--- src/rtl/regfile_dump_reader.sv ---
// Walks the register file's spare combinational read port and streams every register out over valid/ready.
// Optional trailing XOR checksum word is enabled by defining REGFILE_DUMP_CHECKSUM_EN.
module regfile_dump_reader #(
    parameter int NUM_REGS   = 32,
    parameter int ADDR_WIDTH = 5,
    parameter int DATA_WIDTH = 32
) (
    input  logic                  clock,
    input  logic                  ctrl_reset_n,
    input  logic                  start,
    input  logic                  abort,
    output logic [ADDR_WIDTH-1:0] ctrl_readReg,
    input  logic [DATA_WIDTH-1:0] data_readReg,
    output logic [DATA_WIDTH-1:0] out_data,
    output logic [ADDR_WIDTH-1:0] out_addr,
    output logic                  out_valid,
    input  logic                  out_ready,
    output logic                  out_last,
    output logic                  busy,
    output logic                  done
);

`ifdef REGFILE_DUMP_CHECKSUM_EN
    typedef enum logic [2:0] {IDLE = 3'd0, READ = 3'd1, SEND = 3'd2, CSUM = 3'd3, DONE = 3'd4} state_t;

    function automatic logic [DATA_WIDTH-1:0] csum_update(input logic [DATA_WIDTH-1:0] acc,
                                                          input logic [DATA_WIDTH-1:0] word);
        return acc ^ word;
    endfunction
`else
    typedef enum logic [2:0] {IDLE = 3'd0, READ = 3'd1, SEND = 3'd2, DONE = 3'd4} state_t;
`endif

    localparam logic [ADDR_WIDTH-1:0] LAST_ADDR = ADDR_WIDTH'(NUM_REGS - 1);
    localparam logic [ADDR_WIDTH-1:0] ZERO_ADDR = {ADDR_WIDTH{1'b0}};
    localparam logic [ADDR_WIDTH-1:0] ONE_ADDR  = {{(ADDR_WIDTH-1){1'b0}}, 1'b1};
    localparam logic [DATA_WIDTH-1:0] ZERO_DATA = {DATA_WIDTH{1'b0}};

    state_t                  state_r, state_s;
    logic [ADDR_WIDTH-1:0]   addr_r, addr_s;
    logic [DATA_WIDTH-1:0]   data_r, data_s;
    logic [ADDR_WIDTH-1:0]   oaddr_r, oaddr_s;
    logic                    valid_r, valid_s;
    logic                    last_r, last_s;
    logic                    busy_r, busy_s;
    logic                    done_r, done_s;
    logic                    accept_s;
    logic                    last_reg_s;
`ifdef REGFILE_DUMP_CHECKSUM_EN
    logic [DATA_WIDTH-1:0]   acc_r, acc_s;
`endif

    // Next-state and next-output decode; abort overrides any handshake completing this cycle.
    always_comb begin
        state_s    = state_r;
        addr_s     = addr_r;
        data_s     = data_r;
        oaddr_s    = oaddr_r;
        valid_s    = valid_r;
        last_s     = last_r;
`ifdef REGFILE_DUMP_CHECKSUM_EN
        acc_s      = acc_r;
`endif
        accept_s   = valid_r & out_ready;
        last_reg_s = (addr_r == LAST_ADDR);

        if (abort && (state_r != IDLE)) begin
            state_s = IDLE;
            addr_s  = ZERO_ADDR;
            valid_s = 1'b0;
            last_s  = 1'b0;
        end else begin
            case (state_r)
                IDLE: begin
                    if (start && !abort) begin
                        state_s = READ;
                        addr_s  = ZERO_ADDR;
`ifdef REGFILE_DUMP_CHECKSUM_EN
                        acc_s   = ZERO_DATA;
`endif
                    end else begin
                        state_s = IDLE;
                    end
                end
                READ: begin
                    data_s  = data_readReg;
                    oaddr_s = addr_r;
                    valid_s = 1'b1;
`ifdef REGFILE_DUMP_CHECKSUM_EN
                    last_s  = 1'b0;
`else
                    last_s  = last_reg_s;
`endif
                    state_s = SEND;
                end
                SEND: begin
                    if (accept_s) begin
                        valid_s = 1'b0;
                        last_s  = 1'b0;
`ifdef REGFILE_DUMP_CHECKSUM_EN
                        acc_s   = csum_update(acc_r, data_r);
`endif
                        if (last_reg_s) begin
`ifdef REGFILE_DUMP_CHECKSUM_EN
                            data_s  = acc_s;
                            oaddr_s = ZERO_ADDR;
                            valid_s = 1'b1;
                            last_s  = 1'b1;
                            state_s = CSUM;
`else
                            state_s = DONE;
`endif
                        end else begin
                            addr_s  = addr_r + ONE_ADDR;
                            state_s = READ;
                        end
                    end else begin
                        state_s = SEND;
                    end
                end
`ifdef REGFILE_DUMP_CHECKSUM_EN
                CSUM: begin
                    if (accept_s) begin
                        valid_s = 1'b0;
                        last_s  = 1'b0;
                        state_s = DONE;
                    end else begin
                        state_s = CSUM;
                    end
                end
`endif
                DONE: begin
                    state_s = IDLE;
                    addr_s  = ZERO_ADDR;
                end
                default: begin
                    state_s = IDLE;
                    addr_s  = ZERO_ADDR;
                    valid_s = 1'b0;
                    last_s  = 1'b0;
                end
            endcase
        end

        busy_s = (state_s != IDLE) && (state_s != DONE);
        done_s = (state_s == DONE);
    end

    // State and registered-output update.
    always_ff @(posedge clock or negedge ctrl_reset_n) begin
        if (!ctrl_reset_n) begin
            state_r <= IDLE;
            addr_r  <= ZERO_ADDR;
            data_r  <= ZERO_DATA;
            oaddr_r <= ZERO_ADDR;
            valid_r <= 1'b0;
            last_r  <= 1'b0;
            busy_r  <= 1'b0;
            done_r  <= 1'b0;
`ifdef REGFILE_DUMP_CHECKSUM_EN
            acc_r   <= ZERO_DATA;
`endif
        end else begin
            state_r <= state_s;
            addr_r  <= addr_s;
            data_r  <= data_s;
            oaddr_r <= oaddr_s;
            valid_r <= valid_s;
            last_r  <= last_s;
            busy_r  <= busy_s;
            done_r  <= done_s;
`ifdef REGFILE_DUMP_CHECKSUM_EN
            acc_r   <= acc_s;
`endif
        end
    end

    assign ctrl_readReg = addr_r;
    assign out_data     = data_r;
    assign out_addr     = oaddr_r;
    assign out_valid    = valid_r;
    assign out_last     = last_r;
    assign busy         = busy_r;
    assign done         = done_r;

endmodule

--- config.mk ---
export PLATFORM = sky130hd
export DESIGN_NAME = regfile_dump_reader
export DESIGN_NICKNAME = d
export VERILOG_FILES = /design/src/rtl/regfile_dump_reader.sv
export SDC_FILE = /design/constraint.sdc
export NUM_CORES = 1
export LEC_CHECK = 0
export CORE_MARGIN = 5
export CORE_UTILIZATION = 55
export DETAILED_ROUTE_END_ITERATION = 10
export DONT_BUFFER_PORTS = 1
export HOLD_SLACK_MARGIN = 0.02
export PLACE_DENSITY_LB_ADDON = 0.15
export SETUP_SLACK_MARGIN = 0.02
export SKIP_CTS_REPAIR_TIMING = 1
export SLEW_MARGIN = 20
export SYNTH_ARGS = -nofsm -noshare
export SYNTH_HDL_FRONTEND = slang
export SYNTH_SLANG_ARGS = --single-unit
export TNS_END_PERCENT = 100
--- constraint.sdc ---
create_clock -name clock -period 4.81 [get_ports clock]
set_clock_uncertainty 0.15 [all_clocks]
set_input_delay 0.7215 -clock clock [delete_from_list [all_inputs] [get_ports clock]]
set_output_delay 0.7215 -clock clock [all_outputs]
set_load 0.02 [all_outputs]
==> results_dict.tcl, run 1 <==
set metrics [dict create \
    status "finished, final reports clean" \
    routed_wl_um 3890 \
    syn_nets 185 \
    track_usage 0.146 \
    fin_tns_setup_ns 0 \
    period_needed_ns 2.32 \
    core_area_mm2 0.00366 \
    relSlewSlack 0.589 \
    setup_violations 0 \
    grt_pass1_vias 1215 \
    drive_gt1_frac 0.353 \
    initial_core_util 0.572 \
    period_share 0.482 \
    rsz0062_at_grt "no" \
    synth.top_cell.area_share 0.586 \
    clk_pin_slew_ns 0.09 \
    crit_family "simple AND/OR/NAND/NOR gates" \
    synthToLayoutAreaGrowth_pct 8.49 \
    grt_use_met3 0.0659 \
    h-tree-depth 2 \
    cts_made_buffers 5 \
    yosysWarningCount 0 \
    ys_seq_area_frac 0.586 \
    port_buffers 0 \
    cts_buffer_depth 2 \
    firstDrtPassIters 2 \
    post-dp-hpwl_um 2690 \
    grt_util_met1 0.155 \
    fp-row-count 22 \
    critical_path.most_common_cell "ha_1" \
    cts_tree "done" \
    avgRoutedWirePerCell_um 19.6 \
    p_leak_uw 0.000992 \
    path_class "reg2reg" \
    ant_nets 0 \
    ys_top_cells_by_area "dfrtp_1 59%, mux2_2 16%, mux2_4 5.7%, nor2_1 1.4%, ha_1 1.2%" \
    synth_compound_area_frac 0.0472 \
    nets 188 \
    grt_use_met2 0.264 \
    diodes 0 \
    synth_top_cell_by_area "dfrtp_1" \
    place_congestion 0.836 \
    yosys.area_share.simple 0.108 \
    start_kind "flop" \
    worstSetupEndpointType "flop" \
    tightest_slew_ns 0.615 \
    syn-mean-instance-area_um2 14.3 \
    synthAdderAreaFrac 0.0120 \
    max_freq_ghz 0.432 \
    crit_chain "ha_1 -> and3_1 -> ha_1 -> and3b_1 -> nand2_1 -> or3_1 -> o311ai_1" \
    fp.dieW_um 71.7 \
    ys_ff_latch 49 \
    slowest_stage "dfrtp_1" \
    antenna_found_initial 0 \
    fin_hold_ws_ns 0.120 \
    drt-initial-drc-count 49 \
    cp_num_buf_inv 0 \
    grt_max_degree 50 \
    grt-ovfl-total 0 \
    slew_violations 0 \
    synth_top_family_by_area "multiplexers" \
    cts_root_buffer "clkbuf_8" \
    vias 1144 \
    num_io_pins 83 \
    dieArea_mm2 0.00514 \
    vias_per_cell 5.78 \
    slowest_delay_ns 0.51 \
    cp_max_fo 6 \
    cap_viol_max_count 0 \
    hold_class "in2async" \
    pwr_density_cell_mw_per_mm2 489 \
    synth-xor-area-share 0 \
    finalHoldViolations 0 \
    synth_mux_area_frac 0.218 \
    grt_pass1_wl_um 5930 \
    netlist_area_mm2 0.00209 \
    critPathArrivalTime_ns 2.36 \
    yosys.cell_types.count 37 \
    die-height_um 71.7 \
    cts_sinks 49 \
    peakVddDrop_mv 0.237 \
    drc_errors 0 \
    gr-max-usage-layer "met2" \
    synth_cells 146 \
    required_ns 4.86 \
    clock_latency_ns 0.29 \
]
==> path summary, 6_finish.rpt <==
kind                                   from         endpoint  slack (ns)  cells past startpoint
setup / recovery            ctrl_readReg[0]  ctrl_readReg[3]        2.49                      7
hold / removal                 ctrl_reset_n       state_r[0]        0.12                      1
setup reg to reg            ctrl_readReg[0]  ctrl_readReg[3]        2.49                      7
hold reg to reg                  state_r[0]       state_r[0]        0.51                      1
max in group asynchronous      ctrl_reset_n      out_data[4]        4.18                      1
min in group clock         data_readReg[23]     out_data[23]        0.42                      1
==> cells in the mapped netlist <==
cell type / count
a22o_1: 1
clkbuf_2: 1
inv_1: 2
nor4b_4: 1
nor3_1: 1
nor2b_1: 3
nor2_4: 1
nand2b_1: 4
nand3_1: 3
a31oi_1: 1
mux2i_1: 1
and3b_1: 1
o22ai_1: 1
o21ai_0: 2
o21ai_1: 2
or2_4: 1
nand2_1: 5
or4b_4: 1
mux2_2: 29
and3_1: 1
buf_4: 3
ha_1: 2
dfrtp_1: 49
buf_8: 1
or2_1: 1
mux2_4: 8
a2bb2oi_1: 1
a21oi_1: 3
o2bb2ai_1: 1
a21o_1: 1
o21ai_2: 1
or3_1: 1
nor2_1: 8
buf_6: 1
o311ai_1: 1
nor4b_2: 1
nor3b_2: 1
==> kinds of logic (layout without fill, tap and decap cells) <==
| logic type | after synthesis | after routing |
|---|---|---|
| flip-flops | 49 | 49 |
| multiplexers | 38 | 38 |
| AND/OR/NAND/NOR | 34 | 34 |
| AO/OA/AOI/OAI | 15 | 15 |
| buffers and inverters | 8 | 12 |
| adder cells (fa/ha/maj) | 2 | 2 |
==> state kept, by name, indices dropped and copies added (netlist names) <==
register      count
out_last          1
out_data         32
out_addr          5
ctrl_readReg      5
busy              1
state_r           3
out_valid         1
done              1
==> cells in the final DEF, fill, tap and decap left out, types with 2 or more instances in the layout <==
master    netlist  routed
dfrtp_1        49      49
mux2_2         29      29
nor2b_1         3       3
nand2_1         5       5
inv_1           2       2
nor2_1          8       8
mux2_4          8       8
a21oi_1         3       3
buf_16          0       2
o21ai_1         2       2
nand2b_1        4       4
nand3_1         3       3
o21ai_0         2       2
ha_1            2       2
clkbuf_8        0       6
==> metal layers <==
metal | routed length [µm] | part of all wire | vias up
met2 | 1980 | 0.51 | 48
li1 | - | - | 515
met5 | 0 | 0 | -
met3 | 379 | 0.098 | 4
met4 | 31 | 0.0080 | 0
met1 | 1500 | 0.39 | 577
==> final cells by class <==
type	instances	area, µm²
clock buffers	7	86.3
clock inverters	1	30.0
fillers	279	1390
inverters	2	7.51
multi-input cells	89	806
flip-flops and latches	49	1230
well taps	48	60.1
repair buffers	2	55.1
==> report_power, final <==
group	leakage [µW]	switching (µW)	internal, µW
logic	0.000323	47.6	91.5
registers	0.000611	177	500
clock network	0.0000585	125	169
total	0.000992	350	761
==> worst reg2reg max path, stage by stage (launching register included) <==
cell and delay (ns):
dfrtp_1 0.51, ha_1 0.27, and3_1 0.15, ha_1 0.22, and3b_1 0.35, nand2_1 0.11
or3_1 0.36, o311ai_1 0.09
==> stage by stage <==
stage / instance area (µm²) / util / instances / setup slack, ns / power [µW]
CTS: 2220 / 0.605 / 196 / 2.36 / 1110
finish: 2270 / 0.620 / 198 / 2.49 / 1110
global placement: 2100 / 0.573 / 188 / 2.29 / 806
detailed placement: 2100 / 0.573 / 188 / 2.24 / 816
floorplan: 2090 / - / 146 / 2.76 / 783
global route: 2270 / 0.620 / 198 / 2.32 / 1160
Power figures use the tool's default switching activity.
==> run 2, diff against run 1 <==
ABC_AREA = 1   (was default)
clock period = 2.1 ns   (was 4.81 ns; I/O delays follow)
==> results_dict.tcl, run 2 <==
set metrics [dict create \
    status "finished, final reports clean" \
    start_kind "flop" \
    ys_top_cells_by_area "dfrtp_1 60%, nand2_1 26%, nor2_1 2.8%, inv_1 2.2%, buf_6 1.7%" \
    worstSetupEndpointType "flop" \
    period_needed_ns 1.70 \
    ys_ff_latch 49 \
    rsz0062_at_grt "no" \
    syn-mean-instance-area_um2 8.38 \
    tightest_slew_ns 0.356 \
    grt-ovfl-total 0 \
    yosysMostFrequentCell "nand2_1" \
    place_area_mm2 0.00206 \
    cts_tree "done" \
    relSlewSlack 0.763 \
    p_leak_uw 0.00139 \
    n_fill_cell 266 \
    critPathArrivalTime_ns 1.78 \
    synthFlopType "dfrtp_1" \
    yosys.cell_types.count 17 \
    netlist_area_mm2 0.00203 \
    largest_reg_flops 32 \
    synthToLayoutAreaGrowth_pct 24.8 \
    h-tree-depth 2 \
    grt_pass1_wl_um 7200 \
    fin_area_mm2 0.00253 \
    syn_nets 281 \
    cts_root_buffer "clkbuf_8" \
    required_ns 2.18 \
    ys_async_sr_fraction 1.00 \
    clock_latency_ns 0.29 \
    fp-row-count 22 \
    clk_pin_slew_ns 0.08 \
    track_usage 0.177 \
    avgRoutedWirePerCell_um 14.5 \
    post-dp-hpwl_um 2960 \
    drt-initial-drc-count 86 \
    grt_pass1_vias 1470 \
    fp.dieW_um 70.7 \
    cts_sinks 49 \
    synth.top_cell.area_share 0.605 \
    die-height_um 70.7 \
    diodes 0 \
    dieArea_mm2 0.00500 \
    final_common_cell "nand2_1" \
    cp_max_fo 5 \
    vias_per_cell 4.87 \
    slew_violations 0 \
    synth_cells 242 \
    fin_tns_setup_ns 0 \
    firstDrtPassIters 4 \
    dp.cells 286 \
    period_share 0.809 \
    peakVddDrop_mv 0.598 \
    synth_top_cell_by_area "dfrtp_1" \
    setup_violations 0 \
    nets 318 \
    grt_max_degree 50 \
    routed_wl_um 4770 \
    synth_edf_count 0 \
    antenna_found_initial 0 \
    max_freq_ghz 0.589 \
    core_area_mm2 0.00361 \
    num_io_pins 83 \
    finalHoldViolations 0 \
    multi_input_area_um2 692 \
    place_congestion 0.779 \
    initial_core_util 0.562 \
    cts_buffer_depth 2 \
    seqCellArea_mm2 0.00123 \
    hold_class "in2reg" \
    drive_gt1_frac 0.0607 \
    yosysWarningCount 0 \
    ant_nets 0 \
    path_class "reg2reg" \
    pwr_density_cell_mw_per_mm2 1010 \
    stdcell_count 328 \
    port_buffers 0 \
    drc_errors 0 \
    cts_made_buffers 5 \
    vias 1598 \
    ys_seq_area_frac 0.605 \
    final_cell_mix "141 x nand2_1, 49 x dfrtp_1, 33 x dlygate4sd3_1" \
    netlist_top_cells_count "141 x nand2_1, 49 x dfrtp_1, 15 x nor2_1" \
    cap_viol_max_count 0 \
]
==> run 2: changes by cell type after synthesis, moves of 3 or more <==
cell	before	now
inv_1	2	12
buf_2	0	4
buf_4	3	0
nand2b_1	4	0
mux2_2	29	0
mux2_4	8	0
nor2_1	8	15
a21oi_1	3	0
nand2_1	5	141
nor2b_1	3	0
==> run 2: layout make-up <==
| class | count | area share |
|---|---|---|
| Clock buffer | 7 | 0.0341 |
| Inverter | 14 | 0.0218 |
| Tap cell | 48 | 0.0237 |
| Clock inverter | 1 | 0.0119 |
| Sequential cell | 49 | 0.485 |
| Multi-Input combinational cell | 172 | 0.273 |
| Timing Repair Buffer | 37 | 0.150 |
==> run 2: per-stage QoR <==
| step | utilization | hold WS (ns) | power (µW) | setup slack, ns |
|---|---|---|---|---|
| after floorplan | - | -0.131 | 1730 | 0.414 |
| after global placement | 0.570 | -0.129 | 1800 | 0.481 |
| after detailed placement | 0.570 | -0.129 | 1820 | 0.420 |
| after CTS | 0.602 | -0.453 | 2510 | 0.400 |
| after global routing | 0.702 | 0.105 | 2710 | 0.247 |
| final | 0.702 | 0.0928 | 2560 | 0.402 |
==> run 2: path summary, 6_finish.rpt <==
kind	endpoint	start	slack, ns	depth (start not counted)
hold reg to reg	out_data[22]	out_data[22]	0.49	2
max in group asynchronous	out_data[24]	ctrl_reset_n	1.19	2
setup reg to reg	ctrl_readReg[1]	ctrl_readReg[0]	0.40	9
hold / removal	state_r[2]	out_ready	0.09	2
setup / recovery	ctrl_readReg[1]	ctrl_readReg[0]	0.40	9
min in group asynchronous	done	ctrl_reset_n	0.40	2
==> run 2: critical path, stage by stage, from the launching register on <==
cell and delay, ns:
dfrtp_1 0.39, ha_1 0.21, nand2_1 0.08, nor2_1 0.05, ha_1 0.20, nand3_1 0.14
nand2_1 0.08, nor2_2 0.20, nand2_1 0.08, nand2_1 0.07
==> run 2: report_power, final <==
| group | total, µW | internal, µW | switching, µW |
|---|---|---|---|
| clock network | 669 | 388 | 281 |
| registers | 1540 | 1140 | 402 |
| logic | 347 | 149 | 197 |
| total | 2560 | 1680 | 880 |
==> run 2: kinds of logic after synthesis <==
kind of cell,after synthesis,synth area share
AO/OA/AOI/OAI,5,0.0130
AND/OR/NAND/NOR,165,0.316
buffers and inverters,21,0.0537
adder cells (fa/ha/maj),2,0.0123
flip-flops,49,0.605
==> run 2: layer usage <==
layer,vias to the layer above,share of wire,global-route usage
li1,795,-,-
met1,744,0.41,0.239
met2,54,0.49,0.275
met3,5,0.082,0.0582
met4,0,0.011,0.0501
met5,-,0,0
==> run 3, diff against run 2 <==
clock period = 1.5 ns   (was 2.1 ns; I/O delays follow)
==> results_dict.tcl, run 3 (synthesis gave the netlist of run 2 again) <==
set metrics [dict create \
    cts_root_buffer "clkbuf_8" \
    slew_violations 0 \
    grt-ovfl-total 0 \
    fp-row-count 22 \
    cts_buffer_depth 2 \
    grt_pass1_wl_um 7170 \
    cp_max_fo 5 \
    worstSetupEndpointType "flop" \
    status "finished with violations" \
    critPathArrivalTime_ns 1.62 \
    p_leak_uw 0.00140 \
    max_freq_ghz 0.650 \
    violations "hold timing, setup timing" \
    cap_viol_max_count 0 \
    cts_made_buffers 5 \
    core_area_mm2 0.00361 \
    nets 324 \
    diodes 0 \
    clock_latency_ns 0.29 \
    drt-initial-drc-count 70 \
    setup_violations 5 \
    antenna_found_initial 0 \
    multi_input_area_um2 757 \
    required_ns 1.58 \
    drive_gt1_frac 0.119 \
    finalHoldViolations 49 \
    die-height_um 70.7 \
    fp.dieW_um 70.7 \
    h-tree-depth 2 \
    relSlewSlack 0.748 \
    largest_reg_flops 32 \
    grt_max_degree 50 \
    num_io_pins 83 \
    peakVddDrop_mv 0.924 \
    pwr_density_cell_mw_per_mm2 1300 \
    worst_slack_ns -0.0378 \
    avgRoutedWirePerCell_um 14.7 \
    period_needed_ns 1.54 \
    drc_errors 0 \
    rsz0062_at_grt "yes" \
    cts_sinks 49 \
    routed_wl_um 4920 \
    final_cell_mix "138 x nand2_1, 47 x dfrtp_1, 32 x dlygate4sd3_1" \
    ant_nets 0 \
    cts_tree "done" \
    seqCellArea_mm2 0.00123 \
    fin_tns_setup_ns -0.0914 \
    tightest_slew_ns 0.376 \
    start_kind "flop" \
    post-dp-hpwl_um 3060 \
    firstDrtPassIters 4 \
    port_buffers 0 \
    vias 1660 \
    path_class "reg2reg" \
    vias_per_cell 4.97 \
    place_congestion 0.766 \
    final_common_cell "nand2_1" \
    synthToLayoutAreaGrowth_pct 27.8 \
    period_share 1.03 \
    dieArea_mm2 0.00500 \
    clk_pin_slew_ns 0.09 \
    fin_hold_ws_ns -0.536 \
    initial_core_util 0.562 \
    hold_class "in2async" \
    track_usage 0.178 \
    grt_pass1_vias 1492 \
    n_fill_cell 285 \
]
## run 3: cell types whose count changed in the layout (fill, tap and decap cells not counted), moves of 2 or more
cell,before,now
dfrtp_2,0,2
ha_4,0,2
ha_1,2,0
nor2_4,0,2
buf_4,3,11
dfrtp_1,49,47
nand2_1,141,138
nand2_2,1,3
## run 3: routing by layer
metal | track usage | up-vias | wire [µm]
met5 | 0 | - | 0
met4 | 0.0501 | 0 | 46
met3 | 0.0710 | 6 | 427
met2 | 0.286 | 66 | 2540
met1 | 0.222 | 780 | 1910
li1 | - | 808 | -
## run 3: worst paths after layout
path / from / end / slack (ns) / cells past startpoint
setup / recovery: ctrl_readReg[0] / ctrl_readReg[1] / -0.04 / 9
hold / removal: ctrl_reset_n / out_addr[3] / -0.54 / 0
setup reg to reg: ctrl_readReg[0] / ctrl_readReg[1] / -0.04 / 9
hold reg to reg: out_valid / out_valid / 0.48 / 3
max in group asynchronous: ctrl_reset_n / out_data[16] / 1.64 / 0
min in group clock: out_ready / state_r[2] / 0.03 / 2
## run 3: report_power, final
part | internal, µW | total, µW | switching [µW]
combinational | 216 | 490 | 274
sequential | 1600 | 2140 | 543
clock | 330 | 744 | 414
## run 3: area by class of cell
type / count / share of cell area
well taps: 48 / 0.0232
inverters: 14 / 0.0222
clock inverters: 1 / 0.00290
multi-input cells: 172 / 0.292
clock buffers: 7 / 0.0295
flip-flops and latches: 49 / 0.474
repair buffers: 43 / 0.156
## run 3: per-stage QoR
step / instances / util / total power, µW / setup WS (ns) / cell area [µm²]
2_1_floorplan: 242 / - / 2430 / -0.0510 / 2050
3_3_place_gp: 293 / 0.592 / 2540 / -0.0456 / 2130
3_5_place_dp: 293 / 0.592 / 2560 / -0.0758 / 2130
4_1_cts: 301 / 0.615 / 3310 / -0.105 / 2220
5_1_grt: 334 / 0.718 / 3570 / -0.0931 / 2590
6_report: 334 / 0.718 / 3370 / -0.0378 / 2590
## run 3: worst max-delay path, stage by stage, from the launching register on
cell and delay, ns:
dfrtp_2 0.43, ha_4 0.17, nand2_4 0.06, nor2_4 0.04
ha_4 0.17, nand3_2 0.08, nand2_2 0.07, nor2_4 0.16
nand2_1 0.07, nand2_1 0.07
